### config.mk
export PLATFORM = sky130hd
export DESIGN_NAME = pipe_hazard_ctrl_flat
export DESIGN_NICKNAME = d
export VERILOG_FILES = /design/src/rtl/pipe_hazard_ctrl_if.sv /design/src/rtl/pipe_hazard_ctrl.sv /design/src/flat_wrapper.sv
export SDC_FILE = /design/constraint.sdc
export NUM_CORES = 1
export LEC_CHECK = 0
export BUFFER_PORTS_ARGS = -buffer_cell sky130_fd_sc_hd__clkbuf_2
export CORE_UTILIZATION = 30
export CTS_BUF_LIST = sky130_fd_sc_hd__clkbuf_8
export DETAILED_ROUTE_END_ITERATION = 6
export GPL_TIMING_DRIVEN = 0
export PLACE_DENSITY = 0.62
export SYNTH_ARGS = -nofsm -noshare
export SYNTH_HDL_FRONTEND = slang
export SYNTH_SLANG_ARGS = --single-unit
### constraint.sdc
create_clock -name clk -period 2.3 [get_ports clk]
set_input_delay 0 -clock clk [delete_from_list [all_inputs] [get_ports clk]]
set_output_delay 0 -clock clk [all_outputs]
set_load 0.02 [all_outputs]
### src/rtl/pipe_hazard_ctrl_if.sv
// Bundle between the 5-stage pipeline registers and the hazard/stall controller.
// The pipeline (master) drives the stage fields; the controller (slave) returns enables, selects and status.
interface pipe_hazard_ctrl_if #(
  parameter int CNT_W = 16
);
  logic [3:0]       id_rn1;
  logic [3:0]       id_rn2;
  logic             id_uses_rn2;
  logic [3:0]       ex_rn1;
  logic [3:0]       ex_rn2;
  logic [3:0]       ex_wn;
  logic             ex_mr;
  logic             ex_enrw;
  logic [3:0]       m_wn;
  logic             m_mr;
  logic             m_mw;
  logic             m_enrw;
  logic [3:0]       wb_wn;
  logic             wb_enrw;
  logic             mem_ready;
  logic             pc_en;
  logic             if_id_en;
  logic             id_ex_en;
  logic             ex_m_en;
  logic             m_wb_en;
  logic             id_ex_flush;
  logic             m_wb_flush;
  logic [1:0]       fa;
  logic [1:0]       fb;
  logic             mem_err;
  logic [CNT_W-1:0] stall_cycles;
  logic [CNT_W-1:0] lu_count;

  modport master (
    output id_rn1, id_rn2, id_uses_rn2, ex_rn1, ex_rn2, ex_wn, ex_mr, ex_enrw,
           m_wn, m_mr, m_mw, m_enrw, wb_wn, wb_enrw, mem_ready,
    input  pc_en, if_id_en, id_ex_en, ex_m_en, m_wb_en, id_ex_flush, m_wb_flush,
           fa, fb, mem_err, stall_cycles, lu_count
  );

  modport slave (
    input  id_rn1, id_rn2, id_uses_rn2, ex_rn1, ex_rn2, ex_wn, ex_mr, ex_enrw,
           m_wn, m_mr, m_mw, m_enrw, wb_wn, wb_enrw, mem_ready,
    output pc_en, if_id_en, id_ex_en, ex_m_en, m_wb_en, id_ex_flush, m_wb_flush,
           fa, fb, mem_err, stall_cycles, lu_count
  );
endinterface

### src/rtl/pipe_hazard_ctrl.sv
// Hazard and stall controller: forwarding selects, load-use bubbles, memory-wait freeze
// with a sticky watchdog error, and saturating stall / bubble performance counters.
module pipe_hazard_ctrl #(
  parameter int MEM_TIMEOUT = 15,
  parameter int CNT_W       = 16
) (
  input logic              clk,
  input logic              rst_n,
  pipe_hazard_ctrl_if.slave pipe
);

  localparam logic [0:0] RUN = 1'b0;
  localparam logic [0:0] ERR = 1'b1;

  localparam int                WAIT_W   = $clog2(MEM_TIMEOUT);
  localparam logic [WAIT_W-1:0] WAIT_MAX = WAIT_W'(MEM_TIMEOUT - 1);

  logic [0:0]        state_q, state_d;
  logic [WAIT_W-1:0] waitCnt_q, waitCnt_d;
  logic [CNT_W-1:0]  stallCnt_q, stallCnt_d;
  logic [CNT_W-1:0]  luCnt_q, luCnt_d;

  logic memBusy;
  logic loadUse;
  logic frozen;
  logic bubble;
  logic pcEn;

  // EX_M result wins over WB data; a load in EX_M has no result yet, so it never forwards.
  function automatic logic [1:0] fwdSel(
    input logic [3:0] rn,
    input logic       mEnrw,
    input logic       mMr,
    input logic [3:0] mWn,
    input logic       wbEnrw,
    input logic [3:0] wbWn
  );
    if (mEnrw && !mMr && (mWn == rn)) begin
      return 2'b10;
    end else if (wbEnrw && (wbWn == rn)) begin
      return 2'b01;
    end
    return 2'b00;
  endfunction

  assign memBusy = (pipe.m_mr | pipe.m_mw) & ~pipe.mem_ready;
  assign loadUse = pipe.ex_mr & pipe.ex_enrw &
                   ((pipe.ex_wn == pipe.id_rn1) |
                    (pipe.id_uses_rn2 & (pipe.ex_wn == pipe.id_rn2)));

  // A memory stall or watchdog error outranks the load-use bubble.
  assign frozen = (state_q == ERR) | memBusy;
  assign bubble = ~frozen & loadUse;
  assign pcEn   = ~frozen & ~loadUse;

  assign pipe.pc_en       = pcEn;
  assign pipe.if_id_en    = pcEn;
  assign pipe.id_ex_en    = ~frozen;
  assign pipe.ex_m_en     = ~frozen;
  assign pipe.m_wb_en     = ~frozen;
  assign pipe.id_ex_flush = bubble;
  assign pipe.m_wb_flush  = frozen;

  assign pipe.fa = fwdSel(pipe.ex_rn1, pipe.m_enrw, pipe.m_mr, pipe.m_wn, pipe.wb_enrw, pipe.wb_wn);
  assign pipe.fb = fwdSel(pipe.ex_rn2, pipe.m_enrw, pipe.m_mr, pipe.m_wn, pipe.wb_enrw, pipe.wb_wn);

  assign pipe.mem_err      = (state_q == ERR);
  assign pipe.stall_cycles = stallCnt_q;
  assign pipe.lu_count     = luCnt_q;

  // The MEM_TIMEOUT-th consecutive busy cycle is the last one spent in RUN.
  always_comb begin
    state_d   = state_q;
    waitCnt_d = waitCnt_q;
    if (state_q == RUN) begin
      if (memBusy) begin
        if (waitCnt_q == WAIT_MAX) begin
          state_d = ERR;
        end else begin
          waitCnt_d = waitCnt_q + 1'b1;
        end
      end else begin
        waitCnt_d = '0;
      end
    end
  end

  always_comb begin
    stallCnt_d = stallCnt_q;
    luCnt_d    = luCnt_q;
    if (!pcEn && (stallCnt_q != '1)) begin
      stallCnt_d = stallCnt_q + 1'b1;
    end
    if (bubble && (luCnt_q != '1)) begin
      luCnt_d = luCnt_q + 1'b1;
    end
  end

  always_ff @(posedge clk or negedge rst_n) begin
    if (!rst_n) begin
      state_q    <= RUN;
      waitCnt_q  <= '0;
      stallCnt_q <= '0;
      luCnt_q    <= '0;
    end else begin
      state_q    <= state_d;
      waitCnt_q  <= waitCnt_d;
      stallCnt_q <= stallCnt_d;
      luCnt_q    <= luCnt_d;
    end
  end

endmodule

### src/flat_wrapper.sv
// flat-port wrapper written by rule: the top's interface ports become plain ports
module pipe_hazard_ctrl_flat 
#(
  parameter int MEM_TIMEOUT = 15,
  parameter int CNT_W       = 16
)
  (clk, rst_n, pipe_id_rn1, pipe_id_rn2, pipe_id_uses_rn2, pipe_ex_rn1, pipe_ex_rn2, pipe_ex_wn, pipe_ex_mr, pipe_ex_enrw, pipe_m_wn, pipe_m_mr, pipe_m_mw, pipe_m_enrw, pipe_wb_wn, pipe_wb_enrw, pipe_mem_ready, pipe_pc_en, pipe_if_id_en, pipe_id_ex_en, pipe_ex_m_en, pipe_m_wb_en, pipe_id_ex_flush, pipe_m_wb_flush, pipe_fa, pipe_fb, pipe_mem_err, pipe_stall_cycles, pipe_lu_count);
  pipe_hazard_ctrl_if #(.CNT_W(CNT_W)) pipe_i ();
  input logic clk;
  input logic rst_n;
  input wire logic [$bits(pipe_i.id_rn1)-1:0] pipe_id_rn1;
  input wire logic [$bits(pipe_i.id_rn2)-1:0] pipe_id_rn2;
  input wire logic [$bits(pipe_i.id_uses_rn2)-1:0] pipe_id_uses_rn2;
  input wire logic [$bits(pipe_i.ex_rn1)-1:0] pipe_ex_rn1;
  input wire logic [$bits(pipe_i.ex_rn2)-1:0] pipe_ex_rn2;
  input wire logic [$bits(pipe_i.ex_wn)-1:0] pipe_ex_wn;
  input wire logic [$bits(pipe_i.ex_mr)-1:0] pipe_ex_mr;
  input wire logic [$bits(pipe_i.ex_enrw)-1:0] pipe_ex_enrw;
  input wire logic [$bits(pipe_i.m_wn)-1:0] pipe_m_wn;
  input wire logic [$bits(pipe_i.m_mr)-1:0] pipe_m_mr;
  input wire logic [$bits(pipe_i.m_mw)-1:0] pipe_m_mw;
  input wire logic [$bits(pipe_i.m_enrw)-1:0] pipe_m_enrw;
  input wire logic [$bits(pipe_i.wb_wn)-1:0] pipe_wb_wn;
  input wire logic [$bits(pipe_i.wb_enrw)-1:0] pipe_wb_enrw;
  input wire logic [$bits(pipe_i.mem_ready)-1:0] pipe_mem_ready;
  output wire logic [$bits(pipe_i.pc_en)-1:0] pipe_pc_en;
  output wire logic [$bits(pipe_i.if_id_en)-1:0] pipe_if_id_en;
  output wire logic [$bits(pipe_i.id_ex_en)-1:0] pipe_id_ex_en;
  output wire logic [$bits(pipe_i.ex_m_en)-1:0] pipe_ex_m_en;
  output wire logic [$bits(pipe_i.m_wb_en)-1:0] pipe_m_wb_en;
  output wire logic [$bits(pipe_i.id_ex_flush)-1:0] pipe_id_ex_flush;
  output wire logic [$bits(pipe_i.m_wb_flush)-1:0] pipe_m_wb_flush;
  output wire logic [$bits(pipe_i.fa)-1:0] pipe_fa;
  output wire logic [$bits(pipe_i.fb)-1:0] pipe_fb;
  output wire logic [$bits(pipe_i.mem_err)-1:0] pipe_mem_err;
  output wire logic [$bits(pipe_i.stall_cycles)-1:0] pipe_stall_cycles;
  output wire logic [$bits(pipe_i.lu_count)-1:0] pipe_lu_count;
  assign pipe_i.id_rn1 = pipe_id_rn1;
  assign pipe_i.id_rn2 = pipe_id_rn2;
  assign pipe_i.id_uses_rn2 = pipe_id_uses_rn2;
  assign pipe_i.ex_rn1 = pipe_ex_rn1;
  assign pipe_i.ex_rn2 = pipe_ex_rn2;
  assign pipe_i.ex_wn = pipe_ex_wn;
  assign pipe_i.ex_mr = pipe_ex_mr;
  assign pipe_i.ex_enrw = pipe_ex_enrw;
  assign pipe_i.m_wn = pipe_m_wn;
  assign pipe_i.m_mr = pipe_m_mr;
  assign pipe_i.m_mw = pipe_m_mw;
  assign pipe_i.m_enrw = pipe_m_enrw;
  assign pipe_i.wb_wn = pipe_wb_wn;
  assign pipe_i.wb_enrw = pipe_wb_enrw;
  assign pipe_i.mem_ready = pipe_mem_ready;
  assign pipe_pc_en = pipe_i.pc_en;
  assign pipe_if_id_en = pipe_i.if_id_en;
  assign pipe_id_ex_en = pipe_i.id_ex_en;
  assign pipe_ex_m_en = pipe_i.ex_m_en;
  assign pipe_m_wb_en = pipe_i.m_wb_en;
  assign pipe_id_ex_flush = pipe_i.id_ex_flush;
  assign pipe_m_wb_flush = pipe_i.m_wb_flush;
  assign pipe_fa = pipe_i.fa;
  assign pipe_fb = pipe_i.fb;
  assign pipe_mem_err = pipe_i.mem_err;
  assign pipe_stall_cycles = pipe_i.stall_cycles;
  assign pipe_lu_count = pipe_i.lu_count;
  pipe_hazard_ctrl #(.MEM_TIMEOUT(MEM_TIMEOUT), .CNT_W(CNT_W)) u_core (.clk(clk), .rst_n(rst_n), .pipe(pipe_i));
endmodule
* Word level (Yosys, flattened, before mapping)
Index checks and enable logic that the tools add are counted.
Storage, ports and cells: register bits 37, input bits 38, output and inout bits 44, logic and storage cells 55
Cells by class: add/sub/neg operators 3, equal/unequal tests 10, multiplexer cells 15, bitwise operators 13, reductions and logical operators 10
Operators with widths (number):
- 16-bit by 1-bit adder with 16-bit output, second input constant | 2
- 16-bit inequality test, second input constant | 2
- 4-bit equality test | 6
- 2-bit 2-to-1 mux | 6
- 4-bit 2-to-1 mux | 2
- 1-bit logical AND | 7
- 1-bit 2-to-1 mux | 7
- 1-bit AND | 6
- 4-bit by 1-bit adder with 4-bit output, second input constant | 1
- 4-bit equality test, second input constant | 1
- 1-bit NOT | 4
- 1-bit OR | 3
- 1-bit logical NOT | 2
- 2-bit inequality test, second input constant | 1
- 2-bit AND reduction | 1

* Depth between registers and ports, before layout
Gate-level depths: netlist (run 1).
word-level depth 8, mapped depth 7

* Least setup slack after synthesis (run 1)
Ideal clock, no wire load.
path type register to register, start point reg u_core.stallCnt_q[0], in the netlist u_core.pipe.stall_cycles[0], end point reg u_core.stallCnt_q[1], in the netlist u_core.pipe.stall_cycles[1], arrival time 1.949 ns, data required time 2.175 ns, path slack 0.226 ns, cell stages (with the launch flop) 7, path through dfrtp_1 -> ha_1 -> nand4_2 -> or4_4 -> nor2_8 -> nor2_4 -> mux2_4
On the way: longest elaborated chain between the ends 2
Ends and longest elaborated chain:
- from (decl) | line pipe_hazard_ctrl.sv:20 | logic [CNT_W-1:0] stallCnt_q, stallCnt_d;
- from (signal assigned) | line pipe_hazard_ctrl.sv:108 | stallCnt_q <= stallCnt_d;
- branches (longest 2 deep; another with 16-bit by 1-bit adder with 16-bit output)
Parallel ways; which one is timed is not known. A chain may end at the register's enable or synchronous reset.

* Worst setup path after layout (run 1)
Ends and elaborated chain as after synthesis.

==> summary.txt, run 1 <==
Status
  – Status: complete, no violations

Route
  – DR DRC count: 0
  – Metal-1 WL: 2.279 mm
  – Detail Route Antenna Nets: 0
  – Via/cell ratio: 4.816
  – Iter 0 DRT Violations: 57
  – Met3 Wirelength: between 200 and 250 microns
  – Vias post-DR: 1,888
  – Met2 routed wirelength: 2.404 mm
  – TritonRoute pass-1 iters: 4
  – Routed WL: 5.004 mm
  – Top layer in use: met4
  – WL/cell: 12.77 microns

Logic synthesis
  – Synth unique cells: 37
  – Post-synth EDFFs: 0
  – Number of synthesized register bits: 37
  – Synth top cells by count: dfrtp_1 (37), xnor2_1 (29), xor2_1 (21), nand3_1 (18), nand4_1 (12)
  – Fraction of registers with async set/reset: 1.000
  – Most numerous cell in the Yosys netlist: dfrtp_1
  – Syn_nets: 248
  – Ranking of synthesized cells by area: dfrtp_1 (43%), xnor2_1 (12%), xor2_1 (8.4%)
  – Share of Yosys cell area claimed by the top area cell type: 0.4253
  – Yosys warns: 0
  – Area leader, netlist: dfrtp_1
  – Post-synthesis sequential area ratio: 0.4253
  – Syn Area/Cell: 10.57 sq um
  – Post-Syn Area: about 0.0022 sq mm
  – Synth Instances: 206
  – Synth Flop Type: dfrtp_1

STA
  – Final min period: 2.076 ns
  – Final Hold Fails: 0
  – Worst Max-Slew Pin Slew: around 0.91 ns
  – Setup Skew: about 0.01 ns
  – Final setup vio count: 0
  – Final slew viol count: 0
  – Max_slew headroom: 0.3926
  – Max Clock Freq: around 480 MHz
  – Final setup TNS: 0 ns
  – Final period util: 0.9025
  – RSZ-0062 raised after global routing: false

Critical path
  – Critical Path AT: 2.25 ns
  – Worst-path fanout max: 10
  – Startpoint types: flip-flop
  – Bufs and invs on worst path: 0
  – Crit path capture: u_core.pipe.stall_cycles[1]
  – Critical-path cell list: ha_1 -> nand4_2 -> or4_4 -> nor2_8 -> nor2_4 -> mux2_4
  – Slowest cell on crit path: or4_4
  – Setup crit start: u_core.pipe.stall_cycles[0]
  – Slowest stage delay, CP: 0.58 ns
  – Origin of the critical flop-to-flop path: u_core.pipe.stall_cycles[0]
  – Setup crit end kind: flip-flop
  – Worst setup path class: reg2reg
  – Worst R2R End: u_core.pipe.stall_cycles[1]
  – Req. time, crit path: 2.47 ns
  – Reg2reg setup slack: 0.22 ns
  – Crit path depth: 6
  – Path depth of the worst reg2reg path: 6
  – Delay-heaviest family, CP: simple AND/OR/NAND/NOR gates

GRT
  – GRT overflow: 0
  – First-pass GRT wire length: 8.211 mm
  – Vias in the first global route: 1,756
  – Largest net degree at the start of global routing: 38
  – GR Util All Layers: 0.1386
  – Initial antenna violation count: 0

Clock tree
  – TritonCTS Buffers: 5
  – Clock transition at path regs: 0.07 ns
  – Setup Buffers After CTS: 0
  – Clk_lat worst skew: 0.29 ns
  – Num Clock Sinks: 37
  – CTS Buffer Depth: 2
  – Post-CTS Resized: 0
  – Clock root buffer: clkbuf_8
  – H-tree lvl count: 2
  – CTS tree: yes
  – CTS Hold Bufs: 1

Power
  – Leak pwr: 1.396 nW
  – Max VDD drop: 382.3 uV
  – Power Total: 2.059 mW
  – Power per cell area: slightly above 700 mW/mm^2

Placement
  – Hpwl dp: a little under 4 mm
  – Port Buffer Count: 81
  – RePlAce Congestion: 0.8308
  – Placed Area: 0.002703 sq mm

Floorplan
  – Ports: just over 80
  – Die H: 87.19 microns
  – Core Region: slightly below 0.007 sq mm
  – Initial Util: 0.3152
  – Die area: between 0.007 and 0.008 sq mm
  – Standard-cell row count: 30
  – Die W: about 87 microns

Cells and area
  – Final std cell area, no fill: 0.002846 sq mm
  – Area Overhead vs Synth: 30.75%
  – Nets: 337
  – Antenna Cells: 0
  – Layout cell share with drive strength beyond 1: 0.3615

Worst hold path
  – Worst Hold Depth: 4
  – Worst hold-check path type: in2reg

Run
  – Max Cap Viol: 0
-- final cells by class --
class,count,area [sq um]
Buffer,6,48.80
Clock inverter,3,65.06
Multi-Input combinational cell,159,1187
Clock buffer,5,68.82
Timing Repair Buffer,82,415.4
Tap cell,96,120.1
Sequential cell,37,925.9
Inverter,4,15.01
Fill cell,718,4060
-- through the flow --
stage / util / worst slack (ns) / std cells / hold WS, ns
floorplan: - / 0.2258 / 206 / -0.2956
detailed placement: 0.3913 / 0.2317 / 383 / 0.1856
global placement: 0.3913 / 0.2257 / 383 / 0.1931
CTS: 0.4121 / 0.2128 / 392 / 0.1509
global route: 0.4121 / 0.1376 / 392 / 0.1822
finish: 0.4121 / 0.2243 / 392 / 0.1516
-- layer usage --
metal	global-route usage	up-vias
li1	-	920
met1	0.1829	918
met2	0.2233	41
met3	0.03318	9
met4	0.04620	0
met5	0	-
-- worst min path at each step --
| stage | startpoint | endpoint | slack [ns] |
|---|---|---|---|
| after detailed placement | rst_n | u_core.pipe.stall_cycles[9] | 0.19 |
| final | pipe_m_mr | u_core.waitCnt_q[1] | 0.15 |
| after global placement | rst_n | u_core.pipe.stall_cycles[13] | 0.19 |
| after floorplan | rst_n | u_core.pipe.lu_count[0] | -0.30 |
| after CTS | pipe_m_mw | u_core.waitCnt_q[1] | 0.15 |
| after global routing | pipe_m_mw | u_core.waitCnt_q[1] | 0.18 |
-- worst reg2reg max path: stages, from the launching register on --
cell     delay [ns]
dfrtp_1        0.43
ha_1           0.24
nand4_2        0.14
or4_4          0.58
nor2_8         0.22
nor2_4         0.06
mux2_4         0.29
-- cell families (layout without fill, tap and decap cells) --
logic type                 after synthesis  in the layout  synth area share
buffers and inverters                   10            100           0.02931
adders and majority gates                4              4           0.02299
DFF                                     37             37            0.4253
xor gates and xnor gates                50             50            0.2011
and+or+nand+nor                         89             89            0.2454
AOI/OAI and AO/OA                       10             10           0.04310
muxes                                    6              6           0.03275
-- cells in the final DEF, fill, tap and decap left out, types with 5 or more instances in the layout --
cell type,synthesis,routed
nor3_1,7,7
clkbuf_8,1,6
nand2_1,10,10
nand4_1,12,12
dfrtp_1,37,37
mux2_2,5,5
xnor2_1,29,29
nand3_1,18,18
nor2_1,9,9
clkbuf_2,0,81
and3_1,7,7
xor2_1,21,21
nor4_1,6,6
-- state kept, by name, indices dropped and copies added, names as in the netlist --
signal	cells
u_core.pipe.mem_err	1
u_core.waitCnt_q	4
u_core.pipe.stall_cycles	16
u_core.pipe.lu_count	16
-- power breakdown --
group | switching [mW] | leakage, nW | internal, mW
Clock | 0.239 | 0.0681 | 0.431
Combinational | 0.297 | 0.833 | 0.219
Sequential | 0.131 | 0.494 | 0.741
(Power assumes the default switching activity.)
==> run 2, diff against run 1 <==
PLACE_DENSITY = 0.59   (was 0.62)
==> summary.txt, run 2 (synthesis results as in run 1) <==
Route
  – Iter 0 DRT Violations: 46 (-19%)
  – Vias post-DR: 1,871 (-0.90%)
  – DR DRC count: 0 (unchanged)
  – Routed WL: 5.182 mm (+3.6%)
  – Detail Route Antenna Nets: 0 (unchanged)
  – Via/cell ratio: 4.773 (-0.90%)
  – TritonRoute pass-1 iters: 4 (unchanged)
  – WL/cell: 13.22 microns (+3.6%)

Clock tree
  – CTS tree: yes
  – H-tree lvl count: 2 (unchanged)
  – Clk_lat worst skew: 0.29 ns (about the same)
  – Num Clock Sinks: 37 (unchanged)
  – CTS Buffer Depth: 2 (unchanged)
  – Post-CTS Resized: 0 (unchanged)
  – CTS Hold Bufs: 1 (unchanged)
  – Clock root buffer: clkbuf_8
  – Setup Buffers After CTS: 0 (unchanged)
  – Clock transition at path regs: 0.08 ns (about the same)
  – TritonCTS Buffers: 5 (unchanged)

Cells and area
  – Most frequent cells in the layout: clkbuf_2 (81), dfrtp_1 (37), xnor2_1 (29)
  – Antenna Cells: 0 (unchanged)
  – Nets: 337 (unchanged)
  – Layout cell share with drive strength beyond 1: 0.3615 (unchanged)
  – Area of the multi-input gates: 0.001187 sq mm (unchanged)
  – Util after Layout: 0.4121 (unchanged)
  – Storage cell area: 925.9 sq um (unchanged)
  – Area Overhead vs Synth: 30.75% (unchanged)
  – Most common cell after layout, fill and taps aside: clkbuf_2
  – Fill count: 720 (+0.28%)

STA
  – Final setup vio count: 0 (unchanged)
  – Max_slew headroom: 0.3976 (+0.004997)
  – Final WS setup: 0.2158 ns (-0.008539 ns)
  – Final period util: 0.9062 (+0.003713)
  – Worst Max-Slew Pin Slew: 0.9037 ns (-0.007497 ns)
  – RSZ-0062 raised after global routing: false
  – Final Hold Fails: 0 (unchanged)
  – Final setup TNS: 0 ns (unchanged)
  – Final min period: 2.084 ns (+0.008539 ns)
  – Setup Skew: 0.005447 ns (-0.004405 ns)
  – Max Clock Freq: 479.8 MHz (-0.41%)
  – Final slew viol count: 0 (unchanged)
  – WHS: 0.1440 ns (-0.007513 ns)

Floorplan
  – Die area: 0.007601 sq mm (unchanged)
  – Ports: 82 (unchanged)
  – Initial Util: 0.3152 (unchanged)
  – Standard-cell row count: 30 (unchanged)
  – Core Region: 0.006907 sq mm (unchanged)
  – Die W: 87.19 microns (unchanged)
  – Die H: 87.19 microns (unchanged)

Critical path
  – Delay-heaviest family, CP: simple AND/OR/NAND/NOR gates
  – Setup crit end kind: flip-flop
  – Slowest cell on crit path: or4_4
  – Critical Path AT: 2.26 ns (about the same)
  – Req. time, crit path: 2.47 ns (about the same)
  – Slowest stage delay, CP: 0.59 ns (about the same)
  – Bufs and invs on worst path: 0 (unchanged)
  – Reg2reg setup slack: 0.22 ns (about the same)
  – Critical-path cell list: ha_1 -> nand4_2 -> or4_4 -> nor2_8 -> nor2_4 -> mux2_4
  – Worst-path fanout max: 10 (unchanged)
  – Path depth of the worst reg2reg path: 6 (unchanged)
  – Startpoint types: flip-flop
  – Worst setup path class: reg2reg
  – Crit path depth: 6 (unchanged)

Placement
  – Port Buffer Count: 81 (unchanged)
  – RePlAce Congestion: 0.8372 (+0.77%)
  – Hpwl dp: 3.975 mm (+2.9%)
  – Dpl ws: 0.2325 ns (+0.0008290 ns)

Power
  – Max VDD drop: 273.4 uV (-28%)
  – Leak pwr: 1.396 nW (unchanged)
  – Power per cell area: 722.9 mW/mm^2 (about the same)
  – Power Total: 2.058 mW (about the same)

Worst hold path
  – Worst hold-check path type: in2reg
  – Worst Hold Depth: 4 (unchanged)

GRT
  – Largest net degree at the start of global routing: 38 (unchanged)
  – GRT overflow: 0 (unchanged)
  – First-pass GRT wire length: 8.735 mm (+6.4%)
  – Vias in the first global route: 1,889 (+7.6%)
  – GR Util All Layers: 0.1470 (+0.008328)
  – Initial antenna violation count: 0 (unchanged)

Run
  – Max Cap Viol: 0 (unchanged)

Status
  – Status: complete, no violations
-- run 2: metal layers --
layer  wire length [microns]  share of wire  global-route usage
met1                    2409           0.46              0.1860
met2                    2528           0.49              0.2534
met3                     190          0.037             0.02844
met4                      53          0.010             0.04471
met5                       0              0                   0
-- run 2: area by class of cell --
cell class | instances | share of cell area
clock inverters | 3 | 0.02286
well taps | 96 | 0.04220
plain buffers | 6 | 0.01714
inverters | 4 | 0.005275
multi-input cells | 159 | 0.4171
repair buffers | 82 | 0.1459
clock buffers | 5 | 0.02418
flip-flops and latches | 37 | 0.3253
-- run 2: worst register-to-register path, stage by stage (launching register included) --
cell	delay (ns)
dfrtp_1	0.44
ha_1	0.23
nand4_2	0.14
or4_4	0.59
nor2_8	0.22
nor2_4	0.06
mux2_4	0.29
-- run 2: final timing paths --
kind,start,end
worst max-delay path,u_core.pipe.stall_cycles[0],u_core.pipe.stall_cycles[1]
worst min-delay path,pipe_m_mr,u_core.waitCnt_q[1]
worst max register to register,u_core.pipe.stall_cycles[0],u_core.pipe.stall_cycles[1]
worst min register to register,u_core.pipe.lu_count[13],u_core.pipe.lu_count[13]
max in group asynchronous,rst_n,u_core.pipe.lu_count[1]
min in group asynchronous,rst_n,u_core.pipe.stall_cycles[9]
-- run 2: per-stage QoR --
stage               cells  area, sq um
floorplan             206         2177
global placement      383         2703
detailed placement    383         2703
CTS                   392         2846
global route          392         2846
finish                392         2846
-- run 2: report_power, final --
group	internal [mW]	switching, mW	total [mW]
registers	0.741	0.136	0.877
logic	0.219	0.294	0.513
clock network	0.431	0.237	0.668
total	1.39	0.667	2.06
==> run 3, diff against run 2 <==
RECOVER_POWER = 25   (was not set)
==> summary.txt, run 3 (synthesis results as in run 1) <==
Status
  – Status: complete, no violations

GRT
  – Initial antenna violation count: 0 (unchanged)
  – Largest net degree at the start of global routing: 38 (unchanged)
  – GRT overflow: 0 (unchanged)
  – GR Util All Layers: 0.1470 (unchanged)
  – Vias in the first global route: 1,889 (unchanged)
  – First-pass GRT wire length: 8.735 mm (unchanged)

STA
  – Final period util: 0.9053 (about the same)
  – Final setup TNS: 0 ns (unchanged)
  – Max_slew headroom: 0.3965 (-0.001020)
  – Final min period: 2.082 ns (-0.001908 ns)
  – Final setup vio count: 0 (unchanged)
  – Setup Skew: 0.005119 ns (-0.0003285 ns)
  – Max Clock Freq: 480.2 MHz (about the same)
  – RSZ-0062 raised after global routing: false
  – Worst Max-Slew Pin Slew: 0.9052 ns (+0.001531 ns)
  – Final slew viol count: 0 (unchanged)
  – WHS: 0.1435 ns (-0.0005720 ns)
  – Final Hold Fails: 0 (unchanged)

Clock tree
  – Clock transition at path regs: 0.08 ns (about the same)
  – CTS Buffer Depth: 2 (unchanged)
  – Clk_lat worst skew: 0.29 ns (about the same)
  – Num Clock Sinks: 37 (unchanged)
  – Setup Buffers After CTS: 0 (unchanged)
  – Clock root buffer: clkbuf_8
  – H-tree lvl count: 2 (unchanged)
  – CTS tree: yes
  – Post-CTS Resized: 0 (unchanged)
  – TritonCTS Buffers: 5 (unchanged)

Floorplan
  – Die area: 0.007601 sq mm (unchanged)
  – Initial Util: 0.3152 (unchanged)
  – Core Region: 0.006907 sq mm (unchanged)
  – Standard-cell row count: 30 (unchanged)
  – Die W: 87.19 microns (unchanged)
  – Ports: 82 (unchanged)
  – Die H: 87.19 microns (unchanged)

Route
  – DR DRC count: 0 (unchanged)
  – Routed WL: 5.243 mm (+1.2%)
  – TritonRoute pass-1 iters: 4 (unchanged)
  – Via/cell ratio: 4.788 (+0.32%)
  – Detail Route Antenna Nets: 0 (unchanged)
  – WL/cell: 13.38 microns (+1.2%)
  – Iter 0 DRT Violations: 61 (+33%)
  – Vias post-DR: 1,877 (+0.32%)

Critical path
  – Worst R2R End: u_core.pipe.stall_cycles[1]
  – Worst-path fanout max: 10 (unchanged)
  – Critical Path AT: 2.26 ns (about the same)
  – Slowest cell on crit path: or4_4
  – Path depth of the worst reg2reg path: 6 (unchanged)
  – Startpoint types: flip-flop
  – Setup crit end kind: flip-flop
  – Critical-path cell list: ha_1 -> nand4_2 -> or4_4 -> nor2_8 -> nor2_4 -> mux2_4
  – Reg2reg setup slack: 0.22 ns (about the same)
  – Req. time, crit path: 2.47 ns (about the same)
  – Slowest stage delay, CP: 0.59 ns (about the same)
  – Origin of the critical flop-to-flop path: u_core.pipe.stall_cycles[0]
  – Worst setup path class: reg2reg

Power
  – Power per cell area: 726.7 mW/mm^2 (+0.53%)
  – Leak pwr: 1.299 nW (-6.9%)
  – Internal power: 1.374 mW (-1.2%)
  – Clock share of power: 0.327 (+0.002)
  – Max VDD drop: 257.8 uV (-5.7%)
  – Combinational power share: 0.244 (-0.005)
  – Net Sw Power: 668.0 uW (+0.20%)
  – Power share of the sequential group: 0.429 (+0.003)
  – Sw Share: 0.3271 (+0.003112)

Worst hold path
  – Min-delay src: pipe_m_mr
  – Worst Hold Depth: 4 (unchanged)
  – Worst hold-check path type: in2reg
  – WHS Endpoint: u_core.waitCnt_q[1]

Placement
  – Hpwl dp: 3.975 mm (unchanged)
  – Cells after DPL: 383 (unchanged)
  – RePlAce Congestion: 0.8372 (unchanged)
  – Port Buffer Count: 81 (unchanged)

Cells and area
  – Antenna Cells: 0 (unchanged)
  – Fill count: 729 (+1.3%)
  – Area of the multi-input gates: 0.001187 sq mm (unchanged)
  – Finished Layout Cells: 392 (unchanged)
  – Area Overhead vs Synth: 29.08%
  – Nets: 337 (unchanged)
  – Storage cell area: 925.9 sq um (unchanged)
  – Most frequent cells in the layout: clkbuf_2 (52), dfrtp_1 (37), xnor2_1 (29), clkbuf_1 (29), xor2_1 (21)
  – Layout cell share with drive strength beyond 1: 0.2635 (-0.09797)
  – Most common cell after layout, fill and taps aside: clkbuf_2

Run
  – Max Cap Viol: 0 (unchanged)
-- run 3: changes by cell type in the layout (fill, tap and decap cells not counted) --
cell / change
clkbuf_1: +29
clkbuf_2: -29
-- run 3: how the worst max path moves through the flow --
stage          depth (start not counted)                   startpoint                      endpoint
4_1_cts                                6  u_core.pipe.stall_cycles[0]   u_core.pipe.stall_cycles[1]
3_5_place_dp                           6  u_core.pipe.stall_cycles[0]   u_core.pipe.stall_cycles[1]
3_3_place_gp                           6  u_core.pipe.stall_cycles[0]   u_core.pipe.stall_cycles[1]
2_1_floorplan                          6  u_core.pipe.stall_cycles[0]   u_core.pipe.stall_cycles[1]
6_report                               6  u_core.pipe.stall_cycles[0]   u_core.pipe.stall_cycles[1]
5_1_grt                                5  u_core.pipe.stall_cycles[0]  u_core.pipe.stall_cycles[14]
-- run 3: layer usage --
layer,wire length [microns],GRT usage
met4,53,0.04471
met5,0,0
met1,2496,0.1860
met2,2534,0.2534
met3,159,0.02844
-- run 3: timing repair --
action,CTS,global route
hold buffers,1,0
hold endpoints to repair,37,0
setup endpoints to repair,0,0
-- run 3: per-stage QoR --
step | setup WS (ns) | power [mW] | cell area (sq um) | utilization
after detailed placement | 0.2325 | 1.404 | 2703 | 0.3913
after floorplan | 0.2258 | 1.186 | 2177 | -
after CTS | 0.2153 | 2.085 | 2846 | 0.4121
final | 0.2177 | 2.042 | 2810 | 0.4069
after global placement | 0.2372 | 1.393 | 2703 | 0.3913
after global routing | 0.1310 | 2.163 | 2810 | 0.4069
-- run 3: layout make-up --
| cell class | instances | area share |
|---|---|---|
| sequential | 37 | 0.3295 |
| tap | 96 | 0.04274 |
| multi-input combinational | 159 | 0.4225 |
| buffer | 6 | 0.01736 |
| clock inverter | 3 | 0.02315 |
| clock buffer | 5 | 0.02449 |
| timing repair buffer | 82 | 0.1349 |
| inverter | 4 | 0.005343 |
-- run 3: power by group through the flow --
stage	combinational [mW]	clock [mW]	sequential, mW
6_report	0.498	0.669	0.876
5_1_grt	0.546	0.724	0.893
4_1_cts	0.519	0.690	0.876
3_5_place_dp	0.515	0	0.889
3_3_place_gp	0.507	0	0.887
2_1_floorplan	0.220	0	0.967
-- run 3: critical path, delay by kind of cell (launching register included) --
family                   cells  cell delay, ns
adder cells (fa/ha/maj)      1            0.23
flip-flops                   1            0.44
multiplexers                 1            0.29
AND/OR/NAND/NOR              4            1.01
